<file path="src/rtl/seven_seg_scanner.sv">
// -----------------------------------------------------------------------------
// seven_seg_scanner
//   Time-multiplexed driver for a 4-digit common-anode 7-segment display.
//   Takes four static active-low segment patterns, double-buffers them and
//   only swaps the displayed value at frame boundaries (end of digit 3), so a
//   frame never mixes old and new digits.
//
//   Optional build macro: BLANK_GAP_EN
//     When defined, the first GAP cycles of every digit slot are blanked
//     (all anodes and segments off) to suppress ghosting between digits.
//
// Ports
//   clk        : clock, everything registered on posedge
//   rst        : synchronous active-high reset (priority over load_i)
//   load_i     : 1-cycle strobe capturing first_i..fourth_i
//   first_i    : pattern for leftmost digit (an_o[3]), active-low
//   second_i   : pattern for digit 2, active-low
//   third_i    : pattern for digit 3, active-low
//   fourth_i   : pattern for rightmost digit (an_o[0]), active-low
//   seg_o      : shared segment bus, active-low, registered
//   an_o       : active-low one-hot digit enables, registered
//   frame_o    : pulse on the first output cycle of digit 0 after a wrap
//   pending_o  : a loaded pattern set is waiting for the next boundary
// -----------------------------------------------------------------------------
module seven_seg_scanner #(
  parameter int REFRESH_DIV = 50000,
  parameter int CNT_W       = 16,
  parameter int GAP         = 16
) (
  input  logic       clk,
  input  logic       rst,
  input  logic       load_i,
  input  logic [6:0] first_i,
  input  logic [6:0] second_i,
  input  logic [6:0] third_i,
  input  logic [6:0] fourth_i,
  output logic [6:0] seg_o,
  output logic [3:0] an_o,
  output logic       frame_o,
  output logic       pending_o
);

  localparam logic [CNT_W-1:0] CNT_LAST = CNT_W'(REFRESH_DIV - 1);
  localparam logic [6:0]       SEG_OFF  = 7'h7F;
  localparam logic [3:0]       AN_OFF   = 4'hF;

  // Reject parameter sets that would make the slot counter or dead time
  // meaningless.
  if (REFRESH_DIV < 2 || GAP >= REFRESH_DIV || (64'd1 << CNT_W) < 64'(REFRESH_DIV))
  begin : g_bad_params
    $error("seven_seg_scanner: illegal REFRESH_DIV/CNT_W/GAP combination");
  end

  // Digit-indexed views: index 0 is the leftmost digit.
  logic [3:0][6:0] in_pat;
  assign in_pat = {fourth_i, third_i, second_i, first_i};

  // State registers
  logic [CNT_W-1:0] cnt_reg, cnt_next;
  logic [1:0]       idx_reg, idx_next;
  logic [3:0][6:0]  active_reg, active_next;
  logic [3:0][6:0]  pending_reg, pending_next;
  logic             pending_valid_reg, pending_valid_next;
  // Set at the first boundary after reset; keeps frame_o quiet for frame 0.
  logic             frame_seen_reg, frame_seen_next;

  // Output registers
  logic [6:0] seg_reg, seg_next;
  logic [3:0] an_reg, an_next;
  logic       frame_reg, frame_next;

  logic       at_last;
  logic       boundary;
  logic [3:0] an_dec;

  assign at_last  = (cnt_reg == CNT_LAST);
  assign boundary = at_last && (idx_reg == 2'd3);

  // an_o[3] belongs to digit 0, an_o[0] to digit 3.
  for (genvar gi = 0; gi < 4; gi++) begin : g_an_dec
    assign an_dec[gi] = (idx_reg != 2'(3 - gi));
  end

  always_comb begin
    cnt_next           = cnt_reg;
    idx_next           = idx_reg;
    active_next        = active_reg;
    pending_next       = pending_reg;
    pending_valid_next = pending_valid_reg;
    frame_seen_next    = frame_seen_reg | boundary;
    seg_next           = active_reg[idx_reg];
    an_next            = an_dec;
    frame_next         = frame_seen_reg && (cnt_reg == '0) && (idx_reg == 2'd0);

    if (at_last) begin
      cnt_next = '0;
      idx_next = idx_reg + 2'd1;
    end else begin
      cnt_next = cnt_reg + 1'b1;
    end

    if (boundary) begin
      // A load landing on the boundary goes straight to the active buffer
      // and supersedes anything still pending.
      if (load_i) begin
        active_next        = in_pat;
        pending_valid_next = 1'b0;
      end else if (pending_valid_reg) begin
        active_next        = pending_reg;
        pending_valid_next = 1'b0;
      end
    end else if (load_i) begin
      pending_next       = in_pat;
      pending_valid_next = 1'b1;
    end

`ifdef BLANK_GAP_EN
    if (cnt_reg < CNT_W'(GAP)) begin
      seg_next = SEG_OFF;
      an_next  = AN_OFF;
    end
`endif
  end

  always_ff @(posedge clk) begin
    if (rst) begin
      cnt_reg           <= '0;
      idx_reg           <= 2'd0;
      active_reg        <= {4{SEG_OFF}};
      pending_reg       <= {4{SEG_OFF}};
      pending_valid_reg <= 1'b0;
      frame_seen_reg    <= 1'b0;
      seg_reg           <= SEG_OFF;
      an_reg            <= AN_OFF;
      frame_reg         <= 1'b0;
    end else begin
      cnt_reg           <= cnt_next;
      idx_reg           <= idx_next;
      active_reg        <= active_next;
      pending_reg       <= pending_next;
      pending_valid_reg <= pending_valid_next;
      frame_seen_reg    <= frame_seen_next;
      seg_reg           <= seg_next;
      an_reg            <= an_next;
      frame_reg         <= frame_next;
    end
  end

  assign seg_o     = seg_reg;
  assign an_o      = an_reg;
  assign frame_o   = frame_reg;
  assign pending_o = pending_valid_reg;

endmodule

</file>
<file path="config.mk">
export PLATFORM = sky130hd
export DESIGN_NAME = seven_seg_scanner
export DESIGN_NICKNAME = d
export VERILOG_FILES = /design/src/rtl/seven_seg_scanner.sv
export SDC_FILE = /design/constraint.sdc
export NUM_CORES = 1
export LEC_CHECK = 0
export CELL_PAD_IN_SITES_DETAIL_PLACEMENT = 1
export CELL_PAD_IN_SITES_GLOBAL_PLACEMENT = 1
export CORE_ASPECT_RATIO = 1.5
export CORE_MARGIN = 10
export CORE_UTILIZATION = 43
export DETAILED_ROUTE_END_ITERATION = 6
export GPL_ROUTABILITY_DRIVEN = 0
export PLACE_DENSITY = 0.77
export SLEW_MARGIN = 10
export SYNTH_ARGS = -nofsm -noshare
export SYNTH_HDL_FRONTEND = slang
export SYNTH_SLANG_ARGS = --single-unit
</file>
<file path="constraint.sdc">
create_clock -name clk -period 2 [get_ports clk]
set_input_delay 0.4 -clock clk [delete_from_list [all_inputs] [get_ports clk]]
set_output_delay 0.4 -clock clk [all_outputs]
set_load 0.005 [all_outputs]
</file>
Yosys cells after proc, flatten, opt, wreduce, memory -nomap -nowiden --
Cells that the tools add are included.
Storage, ports and cells: register bits after elaboration 88, input port bits 31, output and inout port bits 13
Cells by class: add/subtract/negate cells 2, magnitude comparators 1, eq/ne operators 5, multiplexer cells 4, bitwise operators 2, reduce and logical (&&, ||, !) cells 11
Operators with widths (number):
- two-way mux 28 bit | 2
- adder 16 x 1 -> 16 bit (second input constant) | 1
- == test 16 bit (second input constant) | 1
- logical NOT 16 bit | 1
- binary-select mux 7 bit (select 2 bit) | 1
- two-way mux 7 bit | 1
- != test 2 bit (second input constant) | 2
- AND reduction 2 bit | 2
- nonzero test 2 bit | 2
- OR reduction 2 bit | 2
- logical AND 1 bit | 3
- less-than comparator 2 x 3 -> 1 bit (second input constant) | 1
- adder 2 x 1 -> 2 bit (second input constant) | 1
- == test 2 bit (second input constant) | 1
- logical NOT 2 bit | 1
- != test 2 x 1 -> 1 bit (second input constant) | 1
- NOT 1 bit | 1
- bitwise OR 1 bit | 1

Depth between registers and ports, before layout --
depth after elaboration 4, gate-level depth with buffers 7, mapped depth without buffers 6

Least setup slack after synthesis --
OpenSTA, ideal clock, no wires.
path type register to register, start reg cnt_reg[0], end reg pending_reg[13] (netlist name), setup time 0.114 ns, data arrival time 1.586 ns, path slack 0.300 ns, stages on the path, launching flop included 7, period minus slack after synthesis 1.700 ns, cell sequence dfxtp_1 -> ha_1 -> and4_1 -> nand4_1 -> clkbuf_1 -> a31o_2 -> a21o_1
Between the ends: cells in the longest elaborated chain, start to end 4
RTL lines:
- from (decl) | line 59 | logic [CNT_W-1:0] cnt_reg, cnt_next;
- from (signal assigned) | line 137 | cnt_reg <= cnt_next;
- == test 16 bit | line 76 | assign at_last = (cnt_reg == CNT_LAST);
- logical AND 1 bit | line 77 | assign boundary = at_last && (idx_reg == 2'd3);
- NOT 1 bit (no source line)
- AND reduction 2 bit (no source line)
- to (signal assigned) | line 130 | pending_reg <= {4{SEG_OFF}};
- to (signal assigned) | line 140 | pending_reg <= pending_next;
- to (decl) | line 62 | logic [3:0][6:0] pending_reg, pending_next;
Every way passes these cells. A chain may end at the register's enable or synchronous reset.

Worst setup path after layout --
start reg cnt_reg[0], end reg active_reg[21] (netlist name)
Between the ends: cells in the longest elaborated chain, start to end 3
RTL lines:
- == test 16 bit | line 76
- logical AND 1 bit | line 77
- AND reduction 2 bit (no source line)
- to (signal assigned) | line 129 | active_reg <= {4{SEG_OFF}};
- to (signal assigned) | line 139 | active_reg <= active_next;
- to (decl) | line 61 | logic [3:0][6:0] active_reg, active_next;
Every way passes these cells.

==> run summary <==
Outcome - finished clean
Leading area contributor after synthesis - dfxtp_1
Top cells by area, synth - dfxtp_1, mux2_2, a31o_2, nor4_1, a21o_1
Hold_buf cts - 0
Final Max Tran Viols - 0
Endpoints failing setup - 0
Num Clock Sinks - 88
RSZ-0062 raised after global routing - false
Clock root buffer - clkbuf_16
Ys Warns - 0
CTS Buf Count - 9
Largest net degree at the start of global routing - 84
Setup tns final - 0 ns
Sequential fraction of design power - 49.8%
Layout cell share with drive strength beyond 1 - 23.9%
PostCTS Resize Cnt - 0
Leakage - 1.72 nW
Seq/Total Area, Yosys - 45.1%
First-pass DRT Iterations - 4
CTS max path bufs - 2
Syn Inst Count - 400
Die Span Y - 137 um
Post-detail-place hpwl - 6950 um
Diode count - 0
Yosys reg bits - 88
Post-Syn Area - 3910 um2
Logic gate share of total power - 8.6%
Clock share of power - 41.5%
All-Layer GR Usage - 15.3%
Achievable frequency - 0.538 GHz
Setup repair bufs after CTS - 0
First-pass GRT wire length - 16600 um
Residual DRC - 0
Fin. Hold Viols - 0
Nets - 471
VDD IR-drop max - 475 uV
Internal Power - 2.87 mW
Clk_lat worst skew - 0.34 ns
WS Path Type - flop to flop
Measured slew at the worst slew-check pin - 0.416 ns
Async set or reset register ratio after synthesis - 0%
# rows - 42
Congestion Overflow GR - 0
NetSw - 0.802 mW
Main flop type after synthesis - dfxtp_1
Area share of the largest cell type after synthesis - 45.1%
Core Area - 8830 um2
Worst setup margin - 0.143 ns
Area grow syn2layout - 21.1%
Crit Path Max Fanout - 31
PD cells - 775 nW/um2
H-tree depth - 3
Via Count - 3063
DR vias/cell - 5.61
DR WL/cell - 18.5 um
Port bufs - 43
Sw Ratio - 21.9%
Die ar. - 13400 um2
ANT nets after route - 0
Crit path DAT - 2.06 ns
I/O pins - 44
Slew HR - 72.2%
Required @ worst endpoint - 2.21 ns
Hold Path Cell Cnt - 1
Starting DRT DRC Count - 178
Startpoint types - flop
Number of enable flip-flop cells after synthesis - 0
Fillers - 1015
Syn nets - 437
Max-cap viol count - 0
Die X - 97.8 um
Number of global-route vias before repair - 3302
Reg clk slew, reported paths - 0.06 ns
Hold Path Class - flop to flop
Syn_area_per_cell - 9.77 um2
Initial Utilization - 44.3%
Clk_skew - 0.00464 ns
Library cells used by synthesis - 32
Post-layout util - 53.6%
Post-Place Setup Slack - 0.129 ns
Initial antenna violation count - 0
Final Cycle Share - 92.9%
Min Tclk post-route - 1.86 ns
CTS tree - yes
DRT Wirelength - 10100 um
Crit. End Element - flop
Count of cells along the worst register-to-register path - 6
[metrics by stage]
stage | hold slack [ns] | area [um2] | total power [mW] | std cells
finish | 0.446 | 4730 | 3.67 | 546
global route | 0.470 | 4730 | 3.81 | 546
CTS | 0.451 | 4730 | 3.70 | 546
detailed placement | 0.437 | 4470 | 2.18 | 533
global placement | 0.428 | 4470 | 2.17 | 533
floorplan | 0.422 | 3910 | 2.05 | 400
[cells in the mapped netlist (2+ instances only)]
library cell,count
dfxtp_1,88
nor2_1,50
nor4_1,34
a21oi_1,29
a21o_1,28
a31o_2,28
mux2_2,28
clkbuf_1,26
xnor2_1,12
inv_1,8
mux4_2,7
or2_2,7
buf_2,6
ha_1,6
nand3_1,6
nand2b_1,5
nand4_1,5
nand2_1,4
nor3_1,4
xor2_1,3
and4_1,2
buf_1,2
buf_6,2
nor3b_1,2
[per-layer routing]
layer / wire length [um] / up-vias / part of all wire [%] / GRT usage [%]
li1: - / 1510 / - / -
met1: 4030 / 1494 / 40 / 15.1
met2: 5510 / 39 / 55 / 29.3
met3: 255 / 20 / 2.5 / 3.28
met4: 291 / 0 / 2.9 / 7.70
met5: 0 / - / 0 / 0
[placed cells by master, fill, tap and decap left out, types with 2 or more instances in the layout]
cell	n
mux4_2	7
clkbuf_8	2
nor4_1	34
xor2_1	3
buf_4	14
mux2_2	28
nor3b_1	2
and4_1	2
or2_2	7
a31o_2	28
xnor2_1	12
buf_12	3
ha_1	6
dfxtp_1	88
clkbuf_16	9
inv_1	8
nor3_1	4
nor2_1	50
nand2b_1	5
nand3_1	6
a21oi_1	29
nand2_1	4
nand4_1	5
buf_2	2
clkdlybuf4s50_1	41
a21o_1	28
[critical path, stage by stage (launching register included)]
cell and delay [ns]:
dfxtp_1 0.39, ha_1 0.18, and4_1 0.26, nand4_2 0.11, buf_4 0.27, nor4_1 0.43, a21oi_1 0.07
[cell type report]
class | instances | area [um2] | share of cell area, %
Clock buffer | 12 | 256 | 5.42
Clock inverter | 1 | 5.00 | 0.106
Inverter | 8 | 30.0 | 0.634
Multi-Input combinational cell | 267 | 1960 | 41.4
Sequential cell | 88 | 1760 | 37.2
Tap cell | 110 | 138 | 2.91
Timing Repair Buffer | 60 | 586 | 12.4
[power by group through the flow]
stage | combinational (mW) | clock (mW) | sequential [mW]
after floorplan | 0.189 | 0 | 1.86
after CTS | 0.320 | 1.55 | 1.83
after global placement | 0.311 | 0 | 1.86
after detailed placement | 0.317 | 0 | 1.87
after global routing | 0.344 | 1.64 | 1.83
final | 0.317 | 1.52 | 1.83
[worst paths after layout]
kind	start	end	slack, ns
setup / recovery	cnt_reg[0]$_SDFF_PP0_	active_reg[21]$_SDFFE_PP1P_	0.14
hold / removal	pending_reg[24]$_SDFFE_PP1P_	pending_reg[24]$_SDFFE_PP1P_	0.45
setup reg to reg	cnt_reg[0]$_SDFF_PP0_	active_reg[21]$_SDFFE_PP1P_	0.14
hold reg to reg	pending_reg[24]$_SDFFE_PP1P_	pending_reg[24]$_SDFFE_PP1P_	0.45
[cells by family after synthesis]
| logic type | after synthesis | share of synthesized area, % |
|---|---|---|
| and+or+nand+nor | 124 | 16.9 |
| DFF | 88 | 45.1 |
| AOI/OAI and AO/OA | 86 | 15.5 |
| buffers and inverters | 45 | 4.93 |
| muxes | 36 | 12.4 |
| xor gates and xnor gates | 15 | 3.36 |
| adders and majority gates | 6 | 1.92 |
(Power assumes the default switching activity.)
